==> src/rtl/sys_bus_ctrl_pkg.sv <==
// Shared definitions for the system bus controller and its trace path.
package sys_bus_ctrl_pkg;

  typedef enum logic [1:0] {
    TR_IDLE    = 2'd0,
    TR_ARMED   = 2'd1,
    TR_CAPTURE = 2'd2,
    TR_DONE    = 2'd3
  } trace_state_e;

endpackage

==> src/rtl/sys_bus_ctrl_trace_buf.sv <==
// Trace storage: simple dual-port RAM, synchronous write, registered read.
// No reset on the array or read register so it maps onto block/distributed RAM.
module trace_buf #(
  parameter int DATA_W = 16,
  parameter int DEPTH  = 16
) (
  input  logic                     clk,
  input  logic                     we,
  input  logic [$clog2(DEPTH)-1:0] waddr,
  input  logic [DATA_W-1:0]        wdata,
  input  logic                     re,
  input  logic [$clog2(DEPTH)-1:0] raddr,
  output logic [DATA_W-1:0]        rdata
);

  logic [DATA_W-1:0] mem [DEPTH];

  // Write port
  always_ff @(posedge clk) begin
    if (we) mem[waddr] <= wdata;
  end

  // Registered read port
  always_ff @(posedge clk) begin
    if (re) rdata <= mem[raddr];
  end

endmodule

==> src/rtl/sys_bus_ctrl.sv <==
// System bus controller: priority bus mux, contention detection/latching,
// and a triggered trace buffer captured on CPU ticks.
module sys_bus_ctrl #(
  parameter int DATA_W      = 16,
  parameter int N_SRC       = 4,
  parameter int TRACE_DEPTH = 16
) (
  input  logic                           clk,
  input  logic                           rst_n,
  input  logic                           step,
  input  logic [N_SRC-1:0]               src_en,
  input  logic [N_SRC*DATA_W-1:0]        src_data,
  output logic [DATA_W-1:0]              bus,
  output logic [DATA_W-1:0]              bus_q,
  output logic                           contention,
  output logic                           err_sticky,
  output logic [N_SRC-1:0]               err_mask,
  input  logic                           err_clr,
  input  logic                           trace_arm,
  input  logic [DATA_W-1:0]              trig_val,
  input  logic [DATA_W-1:0]              trig_mask,
  output logic [1:0]                     trace_state,
  output logic [$clog2(TRACE_DEPTH):0]   trace_count,
  input  logic                           rd_en,
  output logic [DATA_W-1:0]              rd_data,
  output logic                           rd_valid
);

  import sys_bus_ctrl_pkg::*;

  localparam int PTR_W = $clog2(TRACE_DEPTH);
  localparam int CNT_W = PTR_W + 1;

  trace_state_e       state, state_n;
  logic [CNT_W-1:0]   count, count_n;
  logic [PTR_W-1:0]   wr_ptr, wr_ptr_n;
  logic [PTR_W-1:0]   rd_ptr, rd_ptr_n;
  logic               wr_en;
  logic               rd_fire;
  logic               trig_hit;
  logic [DATA_W-1:0]  ram_q;

  // Priority mux: scan from highest index down so the lowest enabled index wins
  always_comb begin
    bus = '0;
    for (int unsigned i = N_SRC; i > 0; i--) begin
      if (src_en[i-1]) bus = src_data[(i-1)*DATA_W +: DATA_W];
    end
  end

  // More than one enable high: clearing the lowest set bit leaves something
  assign contention = |(src_en & (src_en - N_SRC'(1)));

  assign trig_hit = ~|((bus ^ trig_val) & trig_mask);

  // Bus sample register and contention latches; a contended step beats err_clr
  always_ff @(posedge clk or negedge rst_n) begin
    if (!rst_n) begin
      bus_q      <= '0;
      err_sticky <= 1'b0;
      err_mask   <= '0;
    end else begin
      if (step) bus_q <= bus;
      if (step && contention) begin
        err_sticky <= 1'b1;
        err_mask   <= err_clr ? src_en : (err_mask | src_en);
      end else if (err_clr) begin
        err_sticky <= 1'b0;
        err_mask   <= '0;
      end
    end
  end

  // Trace FSM next-state, pointer and count logic
  always_comb begin
    state_n  = state;
    count_n  = count;
    wr_ptr_n = wr_ptr;
    rd_ptr_n = rd_ptr;
    wr_en    = 1'b0;
    rd_fire  = 1'b0;
    unique case (state)
      TR_IDLE: begin
        if (trace_arm) begin
          state_n  = TR_ARMED;
          count_n  = '0;
          wr_ptr_n = '0;
          rd_ptr_n = '0;
        end
      end
      TR_ARMED: begin
        if (step && trig_hit) begin
          wr_en    = 1'b1;
          wr_ptr_n = wr_ptr + PTR_W'(1);
          count_n  = CNT_W'(1);
          state_n  = TR_CAPTURE;
        end
      end
      TR_CAPTURE: begin
        if (step) begin
          wr_en    = 1'b1;
          wr_ptr_n = wr_ptr + PTR_W'(1);
          count_n  = count + CNT_W'(1);
          if (count == CNT_W'(TRACE_DEPTH - 1)) state_n = TR_DONE;
        end
      end
      TR_DONE: begin
        if (trace_arm) begin
          state_n  = TR_ARMED;
          count_n  = '0;
          wr_ptr_n = '0;
          rd_ptr_n = '0;
        end else if (rd_en && count != '0) begin
          rd_fire  = 1'b1;
          rd_ptr_n = rd_ptr + PTR_W'(1);
          count_n  = count - CNT_W'(1);
          if (count == CNT_W'(1)) state_n = TR_IDLE;
        end
      end
      default: ;
    endcase
  end

  // Trace FSM state, pointers, count and read-valid strobe
  always_ff @(posedge clk or negedge rst_n) begin
    if (!rst_n) begin
      state    <= TR_IDLE;
      count    <= '0;
      wr_ptr   <= '0;
      rd_ptr   <= '0;
      rd_valid <= 1'b0;
    end else begin
      state    <= state_n;
      count    <= count_n;
      wr_ptr   <= wr_ptr_n;
      rd_ptr   <= rd_ptr_n;
      rd_valid <= rd_fire;
    end
  end

  trace_buf #(
    .DATA_W (DATA_W),
    .DEPTH  (TRACE_DEPTH)
  ) u_trace_buf (
    .clk   (clk),
    .we    (wr_en),
    .waddr (wr_ptr),
    .wdata (bus),
    .re    (rd_fire),
    .raddr (rd_ptr),
    .rdata (ram_q)
  );

  // RAM read register has no reset; gate so rd_data reads zero outside a pop
  assign rd_data     = rd_valid ? ram_q : '0;
  assign trace_state = state;
  assign trace_count = count;

endmodule
==> config.mk <==
export PLATFORM = sky130hd
export DESIGN_NAME = sys_bus_ctrl
export DESIGN_NICKNAME = d
export VERILOG_FILES = /design/src/rtl/sys_bus_ctrl_pkg.sv /design/src/rtl/sys_bus_ctrl_trace_buf.sv /design/src/rtl/sys_bus_ctrl.sv
export SDC_FILE = /design/constraint.sdc
export NUM_CORES = 1
export LEC_CHECK = 0
export BUFFER_PORTS_ARGS = -buffer_cell sky130_fd_sc_hd__clkbuf_2
export CORE_UTILIZATION = 40
export DETAILED_ROUTE_END_ITERATION = 8
export PLACE_DENSITY = 0.55
export SLEW_MARGIN = 20
export SYNTH_ARGS = -nofsm -noshare
export SYNTH_HDL_FRONTEND = slang
export SYNTH_SLANG_ARGS = --single-unit
export TNS_END_PERCENT = 30
==> constraint.sdc <==
create_clock -name clk -period 4.55 [get_ports clk]
set_clock_uncertainty 0.2 [all_clocks]
set_input_delay 0.91 -clock clk [delete_from_list [all_inputs] [get_ports clk]]
set_output_delay 0.91 -clock clk [all_outputs]
set_load 0.005 [all_outputs]
==> results.toml, run 1 <==
[power_and_ir_drop]
power_mw = 7.451
p_int_mw = 5.456
peakVddDrop_mv = 0.2606
p_clk_share_pct = 35.7
combPwrFrac_pct = 18.5
sequentialPowerShare_pct = 45.8
swShare_pct = 26.77
power_density_mw_per_mm2 = 471.7
leakagePower_nw = 5.580
switchingPower_mw = 1.995

[setup_path]
cp.required_ps = 4550
cp_slowest_cell = "a2111oi_2"
rr_startpoint = "rd_ptr[0]"
critical_path_class = "in -> reg"
slowest_delay_ps = 420
start_kind = "primary input"
crit_path_cell_trace = "clkbuf_2, and2b_4, a22oi_1, a21oi_1, xor2_1, a2111oi_2, and4b_2, a22o_1, nand2_1, nor2_2, buf_12"
crit_family = "simple AND/OR/NAND/NOR gates"
arrival_ps = 3670
crit_path_start = "src_en[3]"
critPathMaxFanout = 14
path_buf_inv = 2
worst_setup_path_end_kind = "flip-flop"

[hold_path]
hold_class = "in -> async"

[synth]
synth_cell_type_count = 57
synthFlopType = "edfxtp_1"
netlist_instances = 701
yosys_warnings = 0
synth_top_cell_by_area = "edfxtp_1"
synth_area_leaders = "edfxtp_1 63%, mux4_2 14%, dfrtp_1 7.1%, mux2_2 1.9%, ha_1 1.4%"
synth-seq-cells = 309
yosysTopAreaCellShare_pct = 62.51
synth_edf_count = 272
ys_seq_area_share_pct = 69.60
async_reset_ff_share_pct = 11.97
synth_area_per_cell_um2 = 18.64
syn_area_mm2 = 0.01307
synth_nets = 822

[timing]
relSlewSlack_pct = 30.78
rsz0062_at_grt = "false"
drv_slew = 0
fin_crit_ps = 3667
setup_violations = 0
worstMarginPinSlew_ps = 1038
period_share_pct = 80.60
max_freq_mhz = 272.7
finalWorstSetupSlack_ps = 882.7
hold_violations = 0
tns_ps = 0
timing.hold.ws_ps = 280.0

[final_layout]
post-route-util_pct = 49.55
diodes = 0
final_area_mm2 = 0.01580
area_growth_pct = 20.90
n_fill_cell = 2730
final_nets = 1034
drive_above_1_share_pct = 43.22
fin_cells = 1372

[cts]
clkTransAtPathRegs_ps = 60
clock_latency_ps = 510
post_cts.repair.setup_buffers = 0
ctsHoldBuffers = 0
root_buffer = "clkbuf_16"
cts_made_buffers = 34
cts_resized = 0
tritoncts = "done"
clock_sinks = 309
cts_buffer_depth = 3
htree_levels = 2

[place]
dpl_cell_area_mm2 = 0.01472
hpwlAfterDp_um = 21770
place.gp.congestion = 0.8995
place_ws_ps = 346.3
port_buffers = 167
place_inst = 1312

[global_routing]
grt_antenna_before_repair = 1
grt_usage_pct = 19.88
grt_max_degree = 38
grt-ovfl-total = 0
grt_pass1_vias = 7591
grt_pass1_wl_um = 48350

[routing]
routed_via_density = 5.333
first_iter_violations = 601
drt.antenna.violating_nets = 0
dr.pass1.iters = 4
drc_errors = 0
wl_per_cell_um = 23.23
wl_um = 31880
num_vias = 7317

[run]
drv_cap = 0

[floorplanning]
fp.dieW_um = 182.7
die_h_um = 182.7
core-area_mm2 = 0.03188
num_rows = 65
num_io_pins = 168
start_util_pct = 40.99
dieArea_mm2 = 0.03339

[status]
status = "complete, no violations"
Yosys cell counts, types with 5 or more instances:
cell      instances
inv_1            16
dfrtp_1          37
mux2i_1          11
mux2_2           22
nor3_1            5
mux4_2           80
nand3_1           7
nand2_1          33
nor2_1           32
o21ai_0          10
a21oi_1          10
edfxtp_1        272
nand2b_1         12
clkbuf_1         22
and2_1           16
ha_1             15
o22ai_1          16
a22oi_1           9
xor2_1            6
a21oi_2           5
power groups by stage:
stage,clock network [mW],registers (mW),logic (mW)
floorplan,0,3.38,0.940
global placement,0,3.48,1.40
detailed placement,0,3.48,1.39
CTS,2.72,3.42,1.40
global route,2.83,3.44,1.51
finish,2.66,3.41,1.38
final timing paths:
kind	end	slack, ps	depth (start not counted)
worst min-delay path	bus_q[10]	280	2
worst min register to register	err_mask[0]	300	1
min in group clk	err_mask[0]	300	1
max in group asynchronous	rd_ptr[0]	3440	2
worst max-delay path	u_trace_buf.mem[10][13]	880	11
worst max register to register	u_trace_buf.rdata[13]	1670	3
logic make-up (layout without fill, tap and decap cells):
kind of cell | Yosys count | after routing | synth area share [%]
xor+xnor | 7 | 7 | 0.4692
compound gates | 86 | 86 | 5.525
mux | 113 | 113 | 16.53
simple gates | 120 | 120 | 4.596
fa+ha+maj | 16 | 16 | 1.513
buf+inv | 50 | 286 | 1.771
flops | 309 | 309 | 69.60
final cells by class:
| cell class | instances | area, um^2 | share of cell area (%) |
|---|---|---|---|
| repair buffers | 209 | 1214 | 7.683 |
| inverters | 17 | 63.81 | 0.4039 |
| clock inverters | 21 | 185.2 | 1.172 |
| multi-input cells | 342 | 3801 | 24.06 |
| well taps | 435 | 544.3 | 3.445 |
| clock buffers | 39 | 890.9 | 5.639 |
| flip-flops and latches | 309 | 9099 | 57.60 |
metal layers:
| metal | wire (um) | vias to the layer above | GRT usage [%] |
|---|---|---|---|
| met5 | 0 | - | 0 |
| li1 | - | 3260 | - |
| met1 | 14160 | 3718 | 27.86 |
| met3 | 1895 | 53 | 3.832 |
| met2 | 14760 | 286 | 30.90 |
| met4 | 1064 | 0 | 7.597 |
sequential cells by signal, summed over array words and instances (netlist names):
register           cells
wr_ptr                 4
rd_valid               1
u_trace_buf.mem      256
bus_q                 16
err_mask               4
trace_state            2
trace_count            5
err_sticky             1
u_trace_buf.rdata     16
rd_ptr                 4
layout by cell type, fill, tap and decap left out, types with 5 or more instances in the layout:
cell / instances
nand2b_1: 12
mux4_2: 80
a22oi_1: 9
xor2_1: 6
a21oi_2: 5
nor2_1: 15
edfxtp_1: 272
clkbuf_16: 35
inv_1: 16
a21oi_1: 10
nand3_1: 7
o22ai_1: 16
dfrtp_1: 35
ha_1: 15
nand2_1: 33
nor2_2: 16
buf_12: 5
o21ai_0: 10
clkinv_1: 7
mux2_2: 22
nor3_1: 5
mux2i_1: 11
clkbuf_2: 167
buf_4: 37
clkinv_2: 7
and2_1: 16
worst register-to-register path, cell delays in order (launching register included):
cell and delay [ps]:
dfrtp_4 900, buf_12 370, mux4_2 620, mux4_2 520
(Power assumes the default switching activity.)
==> run 2, diff against run 1 <==
- clock period: 4.55 -> 3.53 ns (I/O delays scaled with it)
==> run 2 against run 1 <==
Combinational power increased by 42%. Worst hold slack got worse by 170 ps. Wire length increased by 5.1%. Via count increased by 3.0%. Largest power group unchanged. Register-to-register slack got worse by 830 ps. Clock power increased by 21%. Sequential cell count unchanged. Final cell count increased by 1.3%. Sequential power increased by 28%. Utilization increased by 1.4 points. Power increased by 28%. Count of clock-buffer cells in the layout increased by 4.
==> results.toml, run 2 (synthesis gave the netlist of run 1 again) <==
[status]
status = "complete, no violations"

[cts]
post_cts.repair.setup_buffers = 0
root_buffer = "clkbuf_16"
tritoncts = "done"
clock_sinks = 309
clkTransAtPathRegs_ps = 60
clock_latency_ps = 500
htree_levels = 2
cts_made_buffers = 34
cts_buffer_depth = 3
cts_resized = 0
ctsHoldBuffers = 0

[routing]
routed_via_density = 5.420
wl_per_cell_um = 24.10
dr.pass1.iters = 5
drc_errors = 0
wl_um = 33500
num_vias = 7534
drt.antenna.violating_nets = 0
first_iter_violations = 399

[final_layout]
post-route-util_pct = 50.98
final_area_mm2 = 0.01625
regMostFlops = "u_trace_buf.mem"
final_cell_mix = "272 x edfxtp_1, 167 x clkbuf_2, 80 x mux4_2"
area_growth_pct = 24.38
final_common_cell = "edfxtp_1"
final_nets = 1055
diodes = 0
reg_top3 = "u_trace_buf.mem x256, bus_q x16, u_trace_buf.rdata x16"
drive_above_1_share_pct = 44.29
largest_reg_flops = 256

[power_and_ir_drop]
switchingPower_mw = 2.614
leakagePower_nw = 5.705
swShare_pct = 27.32
combPwrFrac_pct = 20.5
power_density_mw_per_mm2 = 588.7
p_clk_share_pct = 33.7
sequentialPowerShare_pct = 45.8
p_int_mw = 6.953
peakVddDrop_mv = 0.3051

[floorplanning]
start_util_pct = 40.99
num_rows = 65
core-area_mm2 = 0.03188
dieArea_mm2 = 0.03339
die_h_um = 182.7
fp.dieW_um = 182.7
num_io_pins = 168

[timing]
timing.hold.ws_ps = 111.4
period_share_pct = 92.85
relSlewSlack_pct = 30.60
fin_crit_ps = 3278
worstMarginPinSlew_ps = 1041
max_freq_mhz = 305.1
rsz0062_at_grt = "false"
drv_slew = 0
hold_violations = 0
setup_violations = 0

[setup_path]
cp.required_ps = 3580
arrival_ps = 3330
start_kind = "primary input"
r2r_cells = 3
rr_startpoint = "rd_ptr[0]"
worst_r2r_endpoint = "u_trace_buf.rdata[11]"
critPathMaxFanout = 16
r2r_setup_slack_ps = 840
critical_path_class = "in -> reg"
worst_setup_path_end_kind = "flip-flop"

[place]
port_buffers = 167
place.gp.congestion = 0.9874
hpwlAfterDp_um = 23780
dpl_cell_area_mm2 = 0.01526

[hold_path]
hold_class = "in -> async"

[run]
drv_cap = 0

[global_routing]
grt-ovfl-total = 0
grt_antenna_before_repair = 2
grt_usage_pct = 20.98
grt_pass1_vias = 8134
grt_max_degree = 49
grt_pass1_wl_um = 50630
-- run 2: cell count changes in the layout (fill, tap and decap cells not counted), moves of 4 or more --
| cell | delta |
|---|---|
| a21oi_1 | -6 |
| nor2_4 | +15 |
| nor2_2 | -15 |
| buf_12 | +19 |
| a21oi_4 | +4 |
| clkinv_2 | -5 |
| clkbuf_1 | +4 |
-- run 2: routing by layer --
metal / vias up / track usage, % / routed length [um]
li1: 3305 / - / -
met1: 3872 / 26.25 / 13490
met2: 305 / 36.17 / 16910
met3: 52 / 4.607 / 2062
met4: 0 / 6.992 / 1026
met5: - / 0 / 0
-- run 2: power by group through the flow --
stage | combinational (mW) | clock [mW] | sequential [mW]
global route | 2.14 | 3.44 | 4.41
global placement | 1.95 | 0 | 4.45
detailed placement | 1.99 | 0 | 4.46
CTS | 1.99 | 3.30 | 4.39
finish | 1.96 | 3.22 | 4.38
floorplan | 1.28 | 0 | 4.36
-- run 2: how the worst max path moves through the flow --
| stage | cells after the start | slack, ps | start | endpoint |
|---|---|---|---|---|
| 6_report | 13 | 250 | src_en[2] | u_trace_buf.mem[1][4] |
| 5_1_grt | 12 | 180 | src_en[0] | u_trace_buf.mem[10][12] |
| 4_1_cts | 12 | 300 | src_en[0] | u_trace_buf.mem[10][11] |
| 3_5_place_dp | 13 | -220 | src_en[2] | u_trace_buf.mem[1][5] |
| 3_3_place_gp | 12 | -170 | src_en[0] | u_trace_buf.mem[3][0] |
| 2_1_floorplan | 10 | -80 | src_en[2] | u_trace_buf.mem[0][0] |
-- run 2: worst max-delay path: stages --
cell	delay, ps
clkbuf_2	150
and2b_4	350
buf_12	140
a22oi_1	70
a21oi_2	340
mux2_2	410
o2111ai_1	110
and4b_2	290
a22o_1	250
nand2_1	90
buf_4	170
nor2_4	50
buf_12	170
-- run 2: layout make-up --
type                            count  area, um^2
Clock buffer                       43       905.9
Clock inverter                     14       90.09
Fill cell                        2645       15630
Inverter                           17       63.81
Multi-Input combinational cell    342        3940
Sequential cell                   309        9099
Tap cell                          435       544.3
Timing Repair Buffer              230        1609
-- run 2: stage by stage --
step | power, mW | cells | TNS [ps] | setup slack (ps)
finish | 9.567 | 1390 | 0 | 252.4
global route | 9.993 | 1390 | 0 | 178.9
CTS | 9.680 | 1390 | 0 | 299.1
detailed placement | 6.450 | 1333 | -52060 | -217.1
global placement | 6.399 | 1333 | -39200 | -168.5
floorplan | 5.640 | 701 | -19690 | -76.93
==> run 3, diff against run 2 <==
- CORE_MARGIN: unset -> 1.5
- CORE_UTILIZATION: 40 -> 28
- PLACE_DENSITY: 0.55 -> 0.41
==> run 3 against run 2 <==
Register-to-register slack better by 160 ps. Combinational power up 4%. Power up 4.5%. Via count is 2.6% lower. Critical path depth is the same. Die area rose by 44%. Maximum frequency grew 5.6%. Highest routed layer unchanged.
==> results.toml, run 3 (synthesis gave the netlist of run 1 again) <==
[floorplanning]
start_util_pct = 28.61
dieArea_mm2 = 0.04797
die_h_um = 219.0
num_io_pins = 168
num_rows = 78
fp.dieW_um = 219.0
core-area_mm2 = 0.04567

[final_layout]
drive_above_1_share_pct = 45.12
multi_input_comb_area_mm2 = 0.003940
largest_reg_flops = 256
area_growth_pct = 27.11
final_nets = 1064
fin_cells = 1565
final_common_cell = "edfxtp_1"
post-route-util_pct = 36.36
final_cell_mix = "272 x edfxtp_1, 167 x clkbuf_2, 80 x mux4_2"
reg_top3 = "u_trace_buf.mem x256, bus_q x16, u_trace_buf.rdata x16"
ff_latch_area_mm2 = 0.009099
n_fill_cell = 4317
regMostFlops = "u_trace_buf.mem"

[routing]
drt.antenna.violating_nets = 0
num_vias = 7338
dr.pass1.iters = 4
routed_via_density = 4.689
drc_errors = 0
wl_per_cell_um = 22.89
wl_um = 35830
first_iter_violations = 407

[cts]
root_buffer = "clkbuf_16"
post_cts.repair.setup_buffers = 0
htree_levels = 2
cts_buffer_depth = 3
clkTransAtPathRegs_ps = 60
clock_latency_ps = 510
cts_made_buffers = 36
clock_sinks = 309
tritoncts = "done"

[place]
hpwlAfterDp_um = 25190
port_buffers = 167
place_inst = 1504
place.gp.congestion = 0.9175

[timing]
period_share_pct = 87.92
timing.hold.ws_ps = 210.4
drv_slew = 0
max_freq_mhz = 322.2
fin_crit_ps = 3104
setup_violations = 0
tns_ps = 0
relSlewSlack_pct = 27.43
rsz0062_at_grt = "false"
worstMarginPinSlew_ps = 1089
hold_violations = 0

[power_and_ir_drop]
leakagePower_nw = 5.799
power_mw = 10.00
peakVddDrop_mv = 0.2958
power_density_mw_per_mm2 = 602.1

[global_routing]
grt_pass1_wl_um = 52650
grt_pass1_vias = 7843
grt_max_degree = 49
grt-ovfl-total = 0
grt_usage_pct = 15.16
grt_antenna_before_repair = 1

[setup_path]
critPathMaxFanout = 16
worst_setup_path_end_kind = "flip-flop"
r2r_setup_slack_ps = 1000
critical_path_class = "in -> reg"
start_kind = "primary input"
arrival_ps = 3110
cp.required_ps = 3530

[hold_path]
hold_class = "in -> reg"

[run]
drv_cap = 0

[status]
status = "complete, no violations"
## run 3: worst max-delay path, cell delays in order
cell and delay (ps):
clkbuf_2 140, and2b_4 230, buf_4 140, a22oi_2 190, a21oi_4 90, xor2_1 160, a2111oi_2 380, and4b_2 300
a22o_1 210, nand2_1 90, buf_4 180, nor2_4 100, buf_12 190
## run 3: path summary, 6_finish.rpt
check / cells past startpoint / endpoint / start
min in group asynchronous: 2 / trace_count[4] / rst_n
setup reg to reg: 5 / u_trace_buf.mem[6][6] / trace_state[1]
hold reg to reg: 1 / err_mask[3] / err_mask[3]
max in group asynchronous: 3 / bus_q[2] / rst_n
hold / removal: 2 / err_sticky / err_clr
setup / recovery: 13 / u_trace_buf.mem[6][6] / src_en[3]
## run 3: metrics by stage
step | setup slack (ps) | cell area [um^2]
after floorplan | -76.93 | 13260
after global placement | -114.9 | 15470
after detailed placement | -130.3 | 15470
after CTS | 411.4 | 16610
after global routing | 308.2 | 16610
final | 426.3 | 16610
## run 3: layout make-up
| class | count | area share, % |
|---|---|---|
| Antenna cell | 1 | 0.01507 |
| Clock buffer | 46 | 5.778 |
| Clock inverter | 13 | 1.002 |
| Inverter | 17 | 0.3842 |
| Multi-Input combinational cell | 342 | 23.72 |
| Sequential cell | 309 | 54.78 |
| Tap cell | 600 | 4.520 |
| Timing Repair Buffer | 237 | 9.794 |
## run 3: power breakdown
group / leakage [nW] / total (mW) / internal, mW / switching (mW)
logic: 2.36 / 2.04 / 0.874 / 1.17
clock network: 0.546 / 3.62 / 2.20 / 1.42
registers: 2.89 / 4.34 / 4.21 / 0.129
total: 5.80 / 10.0 / 7.28 / 2.72
## run 3: routing by layer
layer	vias to the layer above	track usage (%)	wire (um)
li1	3311	-	-
met2	232	25.05	17220
met1	3738	20.06	15760
met4	0	4.384	905
met3	57	3.229	1939
met5	-	0	0
## run 3: repair_timing
action / 4_1_cts / 5_1_grt
gates resized for setup: 0 / 0
endpoints found under the hold margin: 9 / 0
hold buffers: 1 / 0
